===== config.mk =====
export PLATFORM = sky130hd
export DESIGN_NAME = smg_scan_driver_flat
export DESIGN_NICKNAME = d
export VERILOG_FILES = /design/src/rtl/smg_scan_driver_if.sv /design/src/rtl/smg_scan_driver.sv /design/src/flat_wrapper.sv
export SDC_FILE = /design/constraint.sdc
export NUM_CORES = 1
export LEC_CHECK = 0
export ABC_AREA = 0
export CAP_MARGIN = 40
export CORE_ASPECT_RATIO = 0.7
export CORE_UTILIZATION = 57
export CTS_CLUSTER_DIAMETER = 150
export CTS_CLUSTER_SIZE = 25
export DETAILED_ROUTE_END_ITERATION = 16
export PLACE_DENSITY = 0.8
export RECOVER_POWER = 25
export SKIP_LAST_GASP = 1
export SYNTH_ARGS = -nofsm -noshare
export SYNTH_HDL_FRONTEND = slang
export SYNTH_SLANG_ARGS = --single-unit

===== constraint.sdc =====
create_clock -name CLK -period 2.6 [get_ports CLK]
set_input_delay 0.52 -clock CLK [delete_from_list [all_inputs] [get_ports CLK]]
set_output_delay 0.52 -clock CLK [all_outputs]
set_load 0.02 [all_outputs]

===== src/rtl/smg_scan_driver_if.sv =====
// Display-side bundle of the scan driver: frame data in, segment/digit pins out.
interface smg_scan_driver_if #(
    parameter int DIGITS = 4
);
    logic [4*DIGITS-1:0] Data_In;
    logic [DIGITS-1:0]   DP_In;
    logic [DIGITS-1:0]   Blink_In;
    logic                LZB_En;
    logic                Load;
    logic [7:0]          SMG_Data;
    logic [DIGITS-1:0]   Scan_Sig;
    logic                Frame_Start;

    modport master (
        output Data_In, DP_In, Blink_In, LZB_En, Load,
        input  SMG_Data, Scan_Sig, Frame_Start
    );

    modport slave (
        input  Data_In, DP_In, Blink_In, LZB_En, Load,
        output SMG_Data, Scan_Sig, Frame_Start
    );
endinterface


===== src/rtl/smg_scan_driver.sv =====
// Time-multiplexed N-digit common-anode 7-segment driver with hex glyphs,
// per-digit DP/blink, leading-zero blanking, ghosting guard and frame-synced updates.
module smg_scan_driver #(
    parameter int DIGITS    = 4,
    parameter int SCAN_DIV  = 50000,
    parameter int GUARD     = 16,
    parameter int BLINK_DIV = 25
) (
    input logic              CLK,
    input logic              RSTn,
    smg_scan_driver_if.slave bus
);
    localparam int CW = (SCAN_DIV > 1) ? $clog2(SCAN_DIV) : 1;
    localparam int IW = $clog2(DIGITS);
    localparam int FW = (BLINK_DIV > 1) ? $clog2(BLINK_DIV) : 1;

    localparam logic [CW-1:0] CNT_LAST = CW'(SCAN_DIV - 1);
    localparam logic [CW-1:0] GUARD_C  = CW'(GUARD);
    localparam logic [IW-1:0] IDX_LAST = IW'(DIGITS - 1);
    localparam logic [FW-1:0] FRM_LAST = FW'(BLINK_DIV - 1);

    logic [CW-1:0] cnt;
    logic [IW-1:0] idx;
    logic [FW-1:0] frm_cnt;
    logic          blink_ph;
    logic          boundary;

    logic [DIGITS-1:0][3:0] pend_nib, shad_nib;
    logic [DIGITS-1:0]      pend_dp, pend_blink, shad_dp, shad_blink;
    logic                   pend_valid;

    logic [DIGITS-1:0] lz_blank;
    logic              lz_run;
    logic [7:0]        seg_nxt, seg_q;
    logic [DIGITS-1:0] scan_nxt, scan_q;
    logic              fs_q;

    function automatic logic [7:0] glyph(input logic [3:0] v);
        case (v)
            4'h0: glyph = 8'hC0;
            4'h1: glyph = 8'hF9;
            4'h2: glyph = 8'hA4;
            4'h3: glyph = 8'hB0;
            4'h4: glyph = 8'h99;
            4'h5: glyph = 8'h92;
            4'h6: glyph = 8'h82;
            4'h7: glyph = 8'hF8;
            4'h8: glyph = 8'h80;
            4'h9: glyph = 8'h90;
            4'hA: glyph = 8'h88;
            4'hB: glyph = 8'h83;
            4'hC: glyph = 8'hC6;
            4'hD: glyph = 8'hA1;
            4'hE: glyph = 8'h86;
            default: glyph = 8'h8E;
        endcase
    endfunction

    assign boundary = (idx == IDX_LAST) && (cnt == CNT_LAST);

    always_ff @(posedge CLK or negedge RSTn) begin
        if (!RSTn) begin
            cnt <= '0;
            idx <= '0;
        end else if (cnt == CNT_LAST) begin
            cnt <= '0;
            idx <= (idx == IDX_LAST) ? '0 : idx + 1'b1;
        end else begin
            cnt <= cnt + 1'b1;
        end
    end

    always_ff @(posedge CLK or negedge RSTn) begin
        if (!RSTn) begin
            frm_cnt  <= '0;
            blink_ph <= 1'b0;
        end else if (boundary) begin
            if (frm_cnt == FRM_LAST) begin
                frm_cnt  <= '0;
                blink_ph <= ~blink_ph;
            end else begin
                frm_cnt <= frm_cnt + 1'b1;
            end
        end
    end

    // A Load landing on the boundary cycle bypasses pending straight into shadow.
    always_ff @(posedge CLK or negedge RSTn) begin
        if (!RSTn) begin
            pend_nib   <= '0;
            pend_dp    <= '0;
            pend_blink <= '0;
            pend_valid <= 1'b0;
            shad_nib   <= '0;
            shad_dp    <= '0;
            shad_blink <= '0;
        end else begin
            if (bus.Load) begin
                pend_nib   <= bus.Data_In;
                pend_dp    <= bus.DP_In;
                pend_blink <= bus.Blink_In;
            end
            if (boundary)
                pend_valid <= 1'b0;
            else if (bus.Load)
                pend_valid <= 1'b1;
            if (boundary && (pend_valid || bus.Load)) begin
                shad_nib   <= bus.Load ? bus.Data_In  : pend_nib;
                shad_dp    <= bus.Load ? bus.DP_In    : pend_dp;
                shad_blink <= bus.Load ? bus.Blink_In : pend_blink;
            end
        end
    end

    always_comb begin
        lz_blank = '0;
        lz_run   = 1'b1;
        for (int unsigned k = DIGITS - 1; k >= 1; k--) begin
            lz_run      = lz_run && (shad_nib[k] == 4'h0);
            lz_blank[k] = lz_run;
        end
    end

    always_comb begin
        seg_nxt  = 8'hFF;
        scan_nxt = '1;
        if (cnt >= GUARD_C) begin
            scan_nxt = ~({{(DIGITS-1){1'b0}}, 1'b1} << idx);
            if (!(shad_blink[idx] && blink_ph) && !(bus.LZB_En && lz_blank[idx]))
                seg_nxt = glyph(shad_nib[idx]) & {~shad_dp[idx], 7'h7F};
        end
    end

    always_ff @(posedge CLK or negedge RSTn) begin
        if (!RSTn) begin
            seg_q  <= 8'hFF;
            scan_q <= '1;
            fs_q   <= 1'b0;
        end else begin
            seg_q  <= seg_nxt;
            scan_q <= scan_nxt;
            fs_q   <= boundary;
        end
    end

    assign bus.SMG_Data    = seg_q;
    assign bus.Scan_Sig    = scan_q;
    assign bus.Frame_Start = fs_q;
endmodule

===== src/flat_wrapper.sv =====
// flat-port wrapper written by rule: the top's interface ports become plain ports
module smg_scan_driver_flat 
#(
    parameter int DIGITS    = 4,
    parameter int SCAN_DIV  = 50000,
    parameter int GUARD     = 16,
    parameter int BLINK_DIV = 25
)
  (CLK, RSTn, bus_Data_In, bus_DP_In, bus_Blink_In, bus_LZB_En, bus_Load, bus_SMG_Data, bus_Scan_Sig, bus_Frame_Start);
  smg_scan_driver_if #(.DIGITS(DIGITS)) bus_i ();
  input logic CLK;
  input logic RSTn;
  input wire logic [$bits(bus_i.Data_In)-1:0] bus_Data_In;
  input wire logic [$bits(bus_i.DP_In)-1:0] bus_DP_In;
  input wire logic [$bits(bus_i.Blink_In)-1:0] bus_Blink_In;
  input wire logic [$bits(bus_i.LZB_En)-1:0] bus_LZB_En;
  input wire logic [$bits(bus_i.Load)-1:0] bus_Load;
  output wire logic [$bits(bus_i.SMG_Data)-1:0] bus_SMG_Data;
  output wire logic [$bits(bus_i.Scan_Sig)-1:0] bus_Scan_Sig;
  output wire logic [$bits(bus_i.Frame_Start)-1:0] bus_Frame_Start;
  assign bus_i.Data_In = bus_Data_In;
  assign bus_i.DP_In = bus_DP_In;
  assign bus_i.Blink_In = bus_Blink_In;
  assign bus_i.LZB_En = bus_LZB_En;
  assign bus_i.Load = bus_Load;
  assign bus_SMG_Data = bus_i.SMG_Data;
  assign bus_Scan_Sig = bus_i.Scan_Sig;
  assign bus_Frame_Start = bus_i.Frame_Start;
  smg_scan_driver #(.DIGITS(DIGITS), .SCAN_DIV(SCAN_DIV), .GUARD(GUARD), .BLINK_DIV(BLINK_DIV)) u_core (.CLK(CLK), .RSTn(RSTn), .bus(bus_i));
endmodule

==> flow_summary_export.csv <==
group,metric,value,unit
status,outcome,"finished with violations",
status,violations,"capacitance limit, slew limit",
sta,worst_pin_slew,2.113,ns
drt,vias,2535,
critical_path,r2r_end,"u_core.shad_nib[1]",
cells_and_area,multi_input_area,0.001742,mm^2
die,num_rows,25,
synthesis,async_reset_ff_frac,1.000,
critical_path,worstPathCellList,"ha_1 -> nand3_1 -> or3_1 -> nor3_4 -> buf_12 -> mux2_2",
min_path,hold_depth,1,
clocking,cts_setup_buffers,0,
drt,wl,7560,um
critical_path,worstPathArrival,2.48,ns
critical_path,regToRegSetupSlack,0.36,ns
sta,slew_headroom,-0.4089,
power,p_leak,2.087,nW
cells_and_area,fillers,492,
drt,drc,0,
critical_path,max_stage_delay,0.57,ns
sta,setup_viol,0,
power,p_per_area,530.6,mW/mm^2
power,irDropWorstVdd,0.0003689,V
cells_and_area,stdcell_area,0.004726,mm^2
synthesis,ys.warnings.count,0,
clocking,ctsRootBufferMaster,"clkbuf_8",
sta,holdWs,0.4879,ns
placed_design,post-dp-hpwl,5468,um
die,initial_core_util,0.5921,
min_path,hold_start,"u_core.cnt[0]",
cells_and_area,drive_gt1_frac,0.2658,
critical_path,crit_required,2.84,ns
min_path,hold_end,"u_core.cnt[0]",
critical_path,critPathKind,"reg2reg",
clocking,h-tree-depth,3,
placed_design,portBuffers,40,
global_route,grt_pass1_wl,12620,um
synthesis,ys_ff_latch,86,
synthesis,synthFlopType,"dfrtp_1",
synthesis,synthTopCellsByArea,"dfrtp_1 (46%), mux2_2 (14%), dfstp_2 (7.8%)",
clocking,max-clock-path-buffers,2,
clocking,worst_skew_pair.late_latency,0.36,ns
placed_design,placed_area,0.004551,mm^2
clocking,clk_pin_slew_worst_paths,0.09,ns
global_route,grt_max_degree,49,
clocking,ctsResizeCount,0,
critical_path,r2r-start,"u_core.cnt[0]",
sta,rsz0062_at_grt,"false",
sta,fin_crit_sh,0.8609,
global_route,grt_usage,0.2290,
cells_and_area,antenna_cells,0,
synthesis,syn_nets,355,
critical_path,startpoint,"u_core.cnt[0]",
global_route,antenna_found_initial,0,
synthesis,synth-edff-count,0,
die,fp.dieH,72.25,um
critical_path,slowest_stage,"or3_1",
clocking,hold_buffers,0,
drt,drt-pass1-iter-count,4,
critical_path,crit_path_end_kind,"register",
clocking,cts_tree,"built",
drt,wire_per_inst,16.47,um
sta,fmax,446.8,MHz
die,die_w,102.4,um
die,core-area,0.006788,mm^2
drt,via_per_inst,5.523,
sta,final.min_clock_period,2.238,ns
clocking,cts_made_buffers,9,
placed_design,pre_cts_slack,0.3814,ns
placed_design,gp_congestion,0.8610,
die,ios,41,
critical_path,path_max_fanout,24,
sta,finClkSkew,0.01121,ns
synthesis,yosysTopAreaCellShare,0.4608,
global_route,overflow,0,
job,maxCapViolCount,1,
sta,drv_slew,39,
cells_and_area,syn2layout_area_growth,17.59,%
clocking,cts.sinks,86,
cells_and_area,nets,402,
sta,setup_tns,0,ns
synthesis,netlist_instances,313,
synthesis,syn_area,0.004019,mm^2
global_route,grt_pass1_vias,2604,
synthesis,yosys.area.top_type,"dfrtp_1",
critical_path,cp-start-kind,"register",
min_path,worst_hold_path_type,"reg2reg",
die,dieArea,0.007396,mm^2
synthesis,ys_seq_area_frac,0.5392,
drt,detail-route-antenna-nets,0,
synthesis,synthDistinctLibCells,43,
sta,finalHoldViolCount,0,
sta,fin_ws,0.3618,ns
critical_path,ff2ff_path_depth,6,
synthesis,avgSynthCellArea,12.84,um^2
drt,drt_iter0_drc,146,
cells_and_area,regArea,0.002167,mm^2
[sequential cells by signal, indices dropped and copies added, names as in the netlist, 2 cells and up]
name and count:
u_core.pend_dp 4, u_core.pend_blink 4, u_core.cnt 16, u_core.idx 2, u_core.pend_nib 16, u_core.frm_cnt 5, u_core.shad_nib 16, u_core.bus.SMG_Data 8
u_core.shad_dp 4, u_core.shad_blink 4, u_core.bus.Scan_Sig 4
[cells in the final DEF (no fill, tap or decap), types with 4 or more instances in the layout]
cell type,count
nand4_1,8
ha_1,14
dfstp_2,12
nor4_1,5
xor2_1,14
mux2i_1,5
nor3b_1,4
buf_4,5
o21ai_0,6
and3_1,4
nor3_1,4
mux2_2,50
mux4_2,7
nor2_1,17
dfrtp_1,74
clkdlybuf4s50_1,39
nand2_1,18
nand3_1,10
inv_1,13
clkbuf_8,9
[worst max path at each step]
stage	to	slack (ns)	cells after the start
4_1_cts	u_core.shad_nib[1]	0.36	6
2_1_floorplan	u_core.shad_blink[3]	0.49	7
5_1_grt	u_core.bus.SMG_Data[0]	0.12	6
3_3_place_gp	u_core.shad_nib[11]	0.43	6
3_5_place_dp	u_core.shad_nib[0]	0.38	6
6_report	u_core.shad_nib[1]	0.36	6
[cell families after synthesis]
family | Yosys count | synth area share
fa+ha+maj | 14 | 0.04359
compound gates | 24 | 0.04265
flops | 86 | 0.5392
buf+inv | 24 | 0.02740
simple gates | 83 | 0.1099
mux | 65 | 0.2002
xor+xnor | 17 | 0.03705
[critical path: cells and delay by family (launching register included)]
family / cells / cell delay, ns
flops: 1 / 0.39
buf+inv: 1 / 0.21
fa+ha+maj: 1 / 0.21
mux: 1 / 0.37
simple gates: 3 / 0.96
[metal layers]
layer  vias up  global-route usage  wire length [um]
met5         -                   0                 0
met4         0             0.08254               110
met3        13             0.05010               348
met2        61              0.3378              3405
met1      1253              0.3370              3695
li1       1208                   -                 -
[power by group]
part	internal [W]	switching [W]	total, W
clock network	0.000357	0.000502	0.000859
registers	0.00140	0.0000256	0.00143
logic	0.000120	0.000101	0.000221
total	0.00188	0.000629	0.00251
[cell type report]
| type | instances | area share |
|---|---|---|
| flip-flops and latches | 86 | 0.4586 |
| clock inverters | 7 | 0.01165 |
| multi-input cells | 203 | 0.3685 |
| well taps | 94 | 0.02489 |
| inverters | 13 | 0.01033 |
| clock buffers | 9 | 0.02621 |
| repair buffers | 47 | 0.09981 |
[synth_stat cells (all sizes together), types with 3 or more instances]
cell type / number
nand2: 18
mux2i: 5
xor2: 14
nor3: 5
nor4: 6
ha: 14
dfstp: 12
nand3: 10
nor2: 18
o21ai: 6
o21bai: 3
buf: 6
mux4: 7
nand3b: 3
nand4: 8
mux2: 53
and3: 4
dfrtp: 74
xnor2: 3
o311ai: 3
inv: 13
nor3b: 4
clkbuf: 5
[per-stage QoR]
step / utilization / total power [W] / instances
global placement: 0.6704 / 0.001666 / 443
detailed placement: 0.6704 / 0.001677 / 443
finish: 0.6962 / 0.002508 / 459
global route: 0.6962 / 0.002606 / 459
CTS: 0.6968 / 0.002533 / 459
floorplan: - / 0.001557 / 313
No activity file was read; power rests on OpenSTA's default activity.
